### src/rtl/regfile_sb_pkg.sv
// Shared widths and helpers for the scoreboarded register file.
package regfile_sb_pkg;

  localparam int unsigned DATA_W_DEF = 32;
  localparam int unsigned ADDR_W_DEF = 5;
  localparam int unsigned NR_RD_DEF  = 2;
  localparam int unsigned CNT_W_DEF  = 2;

  // Largest number of in-flight writers one register can track.
  localparam int unsigned CNT_MAX = 2 ** CNT_W_DEF - 1;

  // Saturation value for an arbitrary counter width.
  function automatic int unsigned cnt_max(input int unsigned w);
    return (1 << w) - 1;
  endfunction

endpackage

### src/rtl/regfile_sb_cnt.sv
// Pending-writer counter for one architectural register.
module regfile_sb_cnt
  import regfile_sb_pkg::*;
#(
  parameter int unsigned CNT_W = CNT_W_DEF
) (
  input  logic             clk,
  input  logic             rst,
  input  logic             inc,
  input  logic             dec,
  input  logic             clr,
  output logic [CNT_W-1:0] cnt,
  output logic             busy,
  output logic             full
);

  localparam logic [CNT_W-1:0] MaxVal = CNT_W'(cnt_max(CNT_W));

  logic [CNT_W-1:0] cnt_d, cnt_q;

  // Next count: clear wins, inc+dec cancel, otherwise saturate at both ends.
  always_comb begin
    cnt_d = cnt_q;
    if (clr) begin
      cnt_d = '0;
    end else if (inc && !dec) begin
      if (cnt_q != MaxVal) cnt_d = cnt_q + CNT_W'(1);
    end else if (dec && !inc) begin
      if (cnt_q != '0) cnt_d = cnt_q - CNT_W'(1);
    end
  end

  // Count register.
  always_ff @(posedge clk or posedge rst) begin
    if (rst) cnt_q <= '0;
    else     cnt_q <= cnt_d;
  end

  assign cnt  = cnt_q;
  assign busy = (cnt_q != '0);
  assign full = (cnt_q == MaxVal);

endmodule

### src/rtl/regfile_sb.sv
// Multi-read-port register file with write-through bypass and a per-register
// pending-write scoreboard used for RAW hazard detection.
module regfile_sb
  import regfile_sb_pkg::*;
#(
  parameter int unsigned DATA_W   = DATA_W_DEF,
  parameter int unsigned ADDR_W   = ADDR_W_DEF,
  parameter int unsigned NR_RD    = NR_RD_DEF,
  parameter int unsigned CNT_W    = CNT_W_DEF,
  parameter bit          ZERO_REG = 1'b1
) (
  input  logic                    clk,
  input  logic                    rst,
  input  logic [NR_RD*ADDR_W-1:0] raddr,
  output logic [NR_RD*DATA_W-1:0] rdata,
  output logic [NR_RD-1:0]        rbusy,
  input  logic                    iss_valid,
  input  logic [ADDR_W-1:0]       iss_waddr,
  output logic                    iss_ready,
  input  logic                    we,
  input  logic [ADDR_W-1:0]       waddr,
  input  logic [DATA_W-1:0]       wdata,
  input  logic                    flush,
  output logic                    err
);

  localparam int unsigned Depth = 2 ** ADDR_W;

  logic [DATA_W-1:0] mem_d [Depth];
  logic [DATA_W-1:0] mem_q [Depth];
  logic [CNT_W-1:0]  cnt   [Depth];
  logic [Depth-1:0]  busy, full, inc, dec;
  logic              err_d, err_q;
  logic              iss_acc;

  // Register 0 is excluded from both storage and scoreboarding when hardwired.
  function automatic logic is_zero(input logic [ADDR_W-1:0] a);
    return ZERO_REG && (a == '0);
  endfunction

  assign iss_ready = is_zero(iss_waddr) || !full[iss_waddr];
  assign iss_acc   = iss_valid && iss_ready && !flush;

  // Decode issue and writeback into per-register count strobes.
  always_comb begin
    inc = '0;
    dec = '0;
    if (iss_acc && !is_zero(iss_waddr)) inc[iss_waddr] = 1'b1;
    if (we && !is_zero(waddr))          dec[waddr]     = 1'b1;
  end

  for (genvar r = 0; r < Depth; r++) begin : g_cnt
    regfile_sb_cnt #(
      .CNT_W(CNT_W)
    ) u_cnt (
      .clk (clk),
      .rst (rst),
      .inc (inc[r]),
      .dec (dec[r]),
      .clr (flush),
      .cnt (cnt[r]),
      .busy(busy[r]),
      .full(full[r])
    );
  end

  // Underflow is only an error when no same-cycle issue balances it; flush masks it.
  always_comb begin
    err_d = err_q;
    if (we && !flush && !is_zero(waddr) && !busy[waddr] && !inc[waddr]) err_d = 1'b1;
  end

  // Sticky error flag.
  always_ff @(posedge clk or posedge rst) begin
    if (rst) err_q <= 1'b0;
    else     err_q <= err_d;
  end

  assign err = err_q;

  // Array write; writebacks still land during a flush.
  always_comb begin
    mem_d = mem_q;
    if (we && !is_zero(waddr)) mem_d[waddr] = wdata;
  end

  // Data array storage.
  always_ff @(posedge clk or posedge rst) begin
    if (rst) mem_q <= '{default: '0};
    else     mem_q <= mem_d;
  end

  // Read ports: zero register, then same-cycle bypass, then array.
  for (genvar g = 0; g < NR_RD; g++) begin : g_rd
    logic [ADDR_W-1:0] ra;
    logic              hit;

    assign ra  = raddr[g*ADDR_W +: ADDR_W];
    assign hit = we && (waddr == ra);

    assign rdata[g*DATA_W +: DATA_W] = is_zero(ra) ? '0 :
                                       hit         ? wdata : mem_q[ra];

    // Busy ignores the writer retiring in this very cycle.
    assign rbusy[g] = !is_zero(ra) &&
                      ((cnt[ra] > CNT_W'(1)) || ((cnt[ra] == CNT_W'(1)) && !hit));
  end

endmodule

### config.mk
export PLATFORM = sky130hd
export DESIGN_NAME = regfile_sb
export DESIGN_NICKNAME = d
export VERILOG_FILES = /design/src/rtl/regfile_sb_pkg.sv /design/src/rtl/regfile_sb_cnt.sv /design/src/rtl/regfile_sb.sv
export SDC_FILE = /design/constraint.sdc
export NUM_CORES = 2
export LEC_CHECK = 0
export BUFFER_PORTS_ARGS = -buffer_cell sky130_fd_sc_hd__buf_2
export CORE_MARGIN = 2
export CORE_UTILIZATION = 60
export CTS_CLUSTER_DIAMETER = 50
export DETAILED_ROUTE_END_ITERATION = 10
export PLACE_DENSITY_LB_ADDON = 0.15
export REMOVE_ABC_BUFFERS = 1
export SKIP_LAST_GASP = 1
export SLEW_MARGIN = 40
export SYNTH_ARGS = -nofsm -noshare
export SYNTH_HDL_FRONTEND = slang
export SYNTH_HIERARCHICAL = 1
export SYNTH_SLANG_ARGS = --single-unit
### constraint.sdc
create_clock -name clk -period 54.6 [get_ports clk]
set_input_delay 8.19 -clock clk [delete_from_list [all_inputs] [get_ports clk]]
set_output_delay 8.19 -clock clk [all_outputs]
set_load 0.05 [all_outputs]
== Yosys cells after proc, flatten, opt, wreduce, memory -nomap -nowiden ==
Cells that the tools add are included.
Cells by class
  $add $sub $neg: 64
  order comparisons: 10
  equal/unequal tests: 100
  muxes and demuxes: 191
  bitwise operators: 3
  reduce and logical (&&, ||, !) cells: 290
Operator list (number)
  bitwise mux 1024 bit: 1
  two-way mux 32 bit: 11
  two-way mux 2 bit: 164
  binary-select mux 32 bit (select 5 bit): 2
  nonzero test 3 bit: 64
  demux 32 bit (select 5 bit): 1
  != test 3 bit, second input constant: 32
  AND reduction 3 bit: 32
  logical AND 1 bit: 81
  logical NOT 1 bit: 74
  adder 2 x 1 -> 2 bit, second input constant: 32
  equality test 2 bit, second input constant: 32
  != test 2 bit, second input constant: 32
  nonzero test 2 bit: 32
  subtractor 2 x 1 -> 2 bit, second input constant: 32
  binary-select mux 2 bit (select 5 bit): 2
  logical NOT 5 bit: 4
  greater-or-equal comparator 6 bit, second input constant: 3
  NOT 5 -> 6 bit: 3
  binary-select mux 1 bit (select 5 bit): 3
  less-than comparator 5 x 6 -> 1 bit, second input constant: 2
  demux 1 bit (select 5 bit): 2
  equality test 5 bit: 2
  greater-or-equal comparator 5 x 1 -> 1 bit, second input constant: 2
  other kinds (5): 13
Word-level totals
  flip-flop bits (word level): 1089
  bits of input ports: 57
  output and inout port bits: 68
  word-level logic and storage cells: 723

== Depth between registers and ports, before layout ==
  depth in word-level cells: 14
  mapped depth: 13
  gate-level depth less buffers: 10

== Hierarchy ==
The synthesis kept the hierarchy.
By module, submodules not included
  regfile_sb: instances 1, cells an instance 4654, area each 57594.0 um^2
  regfile_sb_cnt: instances 32, cells an instance 15, area each 137.6 um^2

== Least setup slack after synthesis ==
No wires, ideal clock.
  kind: in2out
  start point: input port raddr[3]
  end point: output port rdata[16]
  arrival time: 10.645 ns
  data required time: 46.410 ns
  slack: 35.765 ns
  stages on the path: 8
  path buffers: 3
  cells stage by stage: buf_2 > or3b_1 > buf_2 > clkbuf_1 > o22ai_1 > a211o_1 > a21oi_1 > o31ai_1
Between the ends
  cells in the longest elaborated chain, start to end: 6
  elaborated cells on any way between the ends: 9
  classes of those cells: eq/ne: 1; mux: 5; bitwise: 1; reduce/logical: 2
Ends and longest elaborated chain
  start, declared: line regfile_sb.sv:14  | input logic [NR_RD*ADDR_W-1:0] raddr,
  NOT 5 -> 6 bit (not written as such): line regfile_sb.sv:102  | hit ? wdata : mem_q[ra];
  binary-select mux 32 bit (select 5 bit): line regfile_sb.sv:102
  two-way mux 32 bit (not written as such) (2 in series): line regfile_sb.sv:102
  two-way mux 32 bit: line regfile_sb.sv:102
  two-way mux 32 bit *: line regfile_sb.sv:101  | assign rdata[g*DATA_W +: DATA_W] = is_zero(ra) ? '0 :
  end, declared: line regfile_sb.sv:15  | output logic [NR_RD*DATA_W-1:0] rdata,
Mark *: on every way between the ends. The rest lies on a longest branch, timed or not. The select of a mux whose other input is x is not followed.

== Worst setup path after layout ==
  start point: input port raddr[0]
  end point: output port rdata[3]
The elaborated chain is that of the path after synthesis.

==> flow_metrics.tcl <==
set metrics [dict create \
    port_buffers 124 \
    count_of_boundary_i_o_pins 125 \
    via_per_inst 6.96 \
    antenna_violations_before_repair 9 \
    clock-sinks 1089 \
    switching_power_uw 701 \
    timing.critical_path.fanout_max 43 \
    place.detailed.instances 6254 \
    end_kind "output port" \
    post_cts.resized_instances 0 \
    root_buffer "sky130_fd_sc_hd__clkbuf_16" \
    core_region_area_mm2 0.102 \
    h-tree-depth 4 \
    worstMarginPinSlew_ns 1.01 \
    grt_max_degree 123 \
    drt_iter0_markers 5602 \
    synthesis.yosys.warnings 6 \
    cts_tree "done" \
    ys.flop_type "sky130_fd_sc_hd__dfrtp_1" \
    layout_worst_path_cycle_share_pct 37.9 \
    post-synth-top-count-cell "sky130_fd_sc_hd__nand2_1" \
    fin_tns_setup_ns 0 \
    cts_buffer_depth 3 \
    synth_largest_type_area_fraction_pct 44.0 \
    clockPowerShare_pct 37.2 \
    gp_congestion 0.868 \
    pwr_density_cell_mw_per_mm2 36.2 \
    grt_use_total_pct 38.8 \
    die_w_um 325 \
    nNetsFinal 5082 \
    ant_nets 0 \
    detailedRoute.firstPassIterationCount 5 \
    seq_power_share_pct 42.8 \
    final-max-slew-violation-count 0 \
    initial_utilization_pct 60.7 \
    synthTopCellsByArea "sky130_fd_sc_hd__dfrtp_1, sky130_fd_sc_hd__mux4_2, sky130_fd_sc_hd__mux2_2" \
    grt.overflow.total 0 \
    final_wirelength_um 202000 \
    share_comb_of_total_power_pct 20.0 \
    worst_skew_pair.late_latency_ns 0.74 \
    layout.core_utilization_pct 66.3 \
    die_height_um 325 \
    drc_markers 0 \
    postCtsHoldBufs 0 \
    worst-setup-path-type "input port to output port" \
    p_leak_nw 30.7 \
    finClkSkew_ns 0.0139 \
    timing.max_cap.violations 0 \
    switching_share_pct 28.5 \
    timing.critical_path.required_ns 46.41 \
    clock.fmax_mhz 48.3 \
    setup_viol 0 \
    grt_first_pass_wirelength_um 303000 \
    netlist-cell-type-count 73 \
    design.die.area_mm2 0.106 \
    setup_repair_after_global_routing_missed_its_margin "no" \
    critical_path_arrival_ns 12.53 \
    vias 45238 \
    ffs_latches_synth 1089 \
    first_global_vias 45457 \
    postCtsSetupRepairBufs 0 \
    outcome "completed" \
    timing_hold_violations_final 0 \
    cts_buffers 135 \
    syn-instance-count 5134 \
    seqCellArea_mm2 0.0273 \
    multiInputGateArea_mm2 0.0323 \
    n_fill_cell 7704 \
    worst_ir_drop_on_vdd_mv 0.0279 \
    synth-edff-count 0 \
    drive_above_1_share_pct 36.3 \
    crit_path_start_kind "input port" \
    synthesized_cell_area_mm2 0.0620 \
    final_period_minus_worst_setup_slack_ns 20.72 \
    holdWs_ns 0.399 \
    synth_sequential_area_ratio_pct 44.0 \
    remaining_max_slew_budget_at_the_tightest_pin_pct 32.6 \
    avgRoutedWirePerCell_um 31.1 \
    syn_to_final_growth_pct 9.34 \
    hold_path.class "register to register" \
    avgSynthCellArea_um2 12.1 \
    netlist_top_cells_count "sky130_fd_sc_hd__nand2_1, sky130_fd_sc_hd__dfrtp_1, sky130_fd_sc_hd__mux2_2, sky130_fd_sc_hd__mux4_2, sky130_fd_sc_hd__clkbuf_1" \
    row_count 117 \
    synth.largest_area_cell "sky130_fd_sc_hd__dfrtp_1" \
    power.internal_mw 1.76 \
    clk_transition_reported_paths_ns 0.06 \
    stdcell_count 6500 \
    synth-async-reset-ratio_pct 100 \
    hpwl_um 113000 \
]
[sequential cells by signal, summed over array words and instances, names as in the netlist]
| name | count |
|---|---|
| mem_q | 1024 |
| g_cnt.u_cnt/cnt | 64 |
| err | 1 |
[per-layer routing]
layer / track usage, % / vias up / share of wire (%)
met3: 10.3 / 706 / 12
li1: - / 18370 / -
met1: 53.0 / 23293 / 38
met4: 18.9 / 6 / 5.6
met2: 58.2 / 2863 / 45
met5: 0 / - / 0.020
[kinds of logic (layout without fill, tap and decap cells)]
family	count (synthesis)	in the layout	share of synthesized area (%)
AND/OR/NAND/NOR	1653	1653	11.6
other	1	14	0.00605
AO/OA/AOI/OAI	444	444	5.49
flip-flops	1089	1089	44.0
buffers and inverters	542	527	4.26
XOR/XNOR	14	14	0.198
multiplexers	1391	1391	34.5
[per-stage QoR]
stage	setup WS, ns	total power, mW	instance area, um2
after floorplan	17.57	1.39	59600
after global placement	33.89	1.53	62900
after detailed placement	33.87	1.55	63200
after CTS	33.86	2.46	67700
after global routing	33.59	2.55	67800
final	33.88	2.46	67800
[critical path, cell delays in order]
cell and delay (ns):
sky130_fd_sc_hd__buf_8 0.40, sky130_fd_sc_hd__buf_4 0.74, sky130_fd_sc_hd__buf_4 0.67, sky130_fd_sc_hd__buf_4 0.72
sky130_fd_sc_hd__mux4_2 0.60, sky130_fd_sc_hd__a22o_1 0.24, sky130_fd_sc_hd__a221oi_1 0.22, sky130_fd_sc_hd__o221ai_1 0.29
sky130_fd_sc_hd__buf_2 0.32
[cell usage in the layout (no fill, tap or decap), types with 35 or more instances in the layout]
cell type / instances
sky130_fd_sc_hd__nor3_1: 36
sky130_fd_sc_hd__mux4_2: 526
sky130_fd_sc_hd__nand3b_1: 36
sky130_fd_sc_hd__a211o_1: 48
sky130_fd_sc_hd__buf_4: 82
sky130_fd_sc_hd__nand2_1: 1267
sky130_fd_sc_hd__buf_2: 116
sky130_fd_sc_hd__and2_1: 35
sky130_fd_sc_hd__dfrtp_1: 1089
sky130_fd_sc_hd__o21ai_0: 36
sky130_fd_sc_hd__o22ai_1: 80
sky130_fd_sc_hd__mux2i_1: 166
sky130_fd_sc_hd__mux2_2: 691
sky130_fd_sc_hd__a21oi_1: 69
sky130_fd_sc_hd__nand2b_1: 41
sky130_fd_sc_hd__or2_2: 36
sky130_fd_sc_hd__clkbuf_16: 141
sky130_fd_sc_hd__nor2_1: 49
sky130_fd_sc_hd__inv_1: 42
[power groups by stage]
stage	clock network (mW)	logic, mW	registers (mW)
after floorplan	0	0.358	1.03
after global placement	0	0.472	1.05
after detailed placement	0	0.484	1.06
after CTS	0.922	0.487	1.05
after global routing	0.955	0.525	1.07
final	0.914	0.490	1.05
[area by class of cell]
class	instances	share of cell area, %
clock inverters	55	0.921
multi-input cells	3510	47.7
inverters	57	0.336
well taps	1368	2.52
repair buffers	232	2.57
flip-flops and latches	1089	40.2
clock buffers	183	5.78
diodes	6	0.0221
[worst paths after layout]
path	from	end	slack (ns)	cells past startpoint
max in group asynchronous	rst	mem_q[573]$_DFFE_PP0P_	43.03	8
worst min-delay path	mem_q[999]$_DFFE_PP0P_	mem_q[999]$_DFFE_PP0P_	0.40	0
min in group asynchronous	rst	g_cnt[6].u_cnt/cnt[0]$_DFFE_PP0P_	7.66	3
worst max register to register	g_cnt[26].u_cnt/cnt[1]$_DFFE_PP0P_	g_cnt[10].u_cnt/cnt[0]$_DFFE_PP0P_	51.29	11
worst max-delay path	raddr[0]	rdata[3]	33.88	9
worst min register to register	mem_q[999]$_DFFE_PP0P_	mem_q[999]$_DFFE_PP0P_	0.40	0
(Power assumes the default switching activity.)
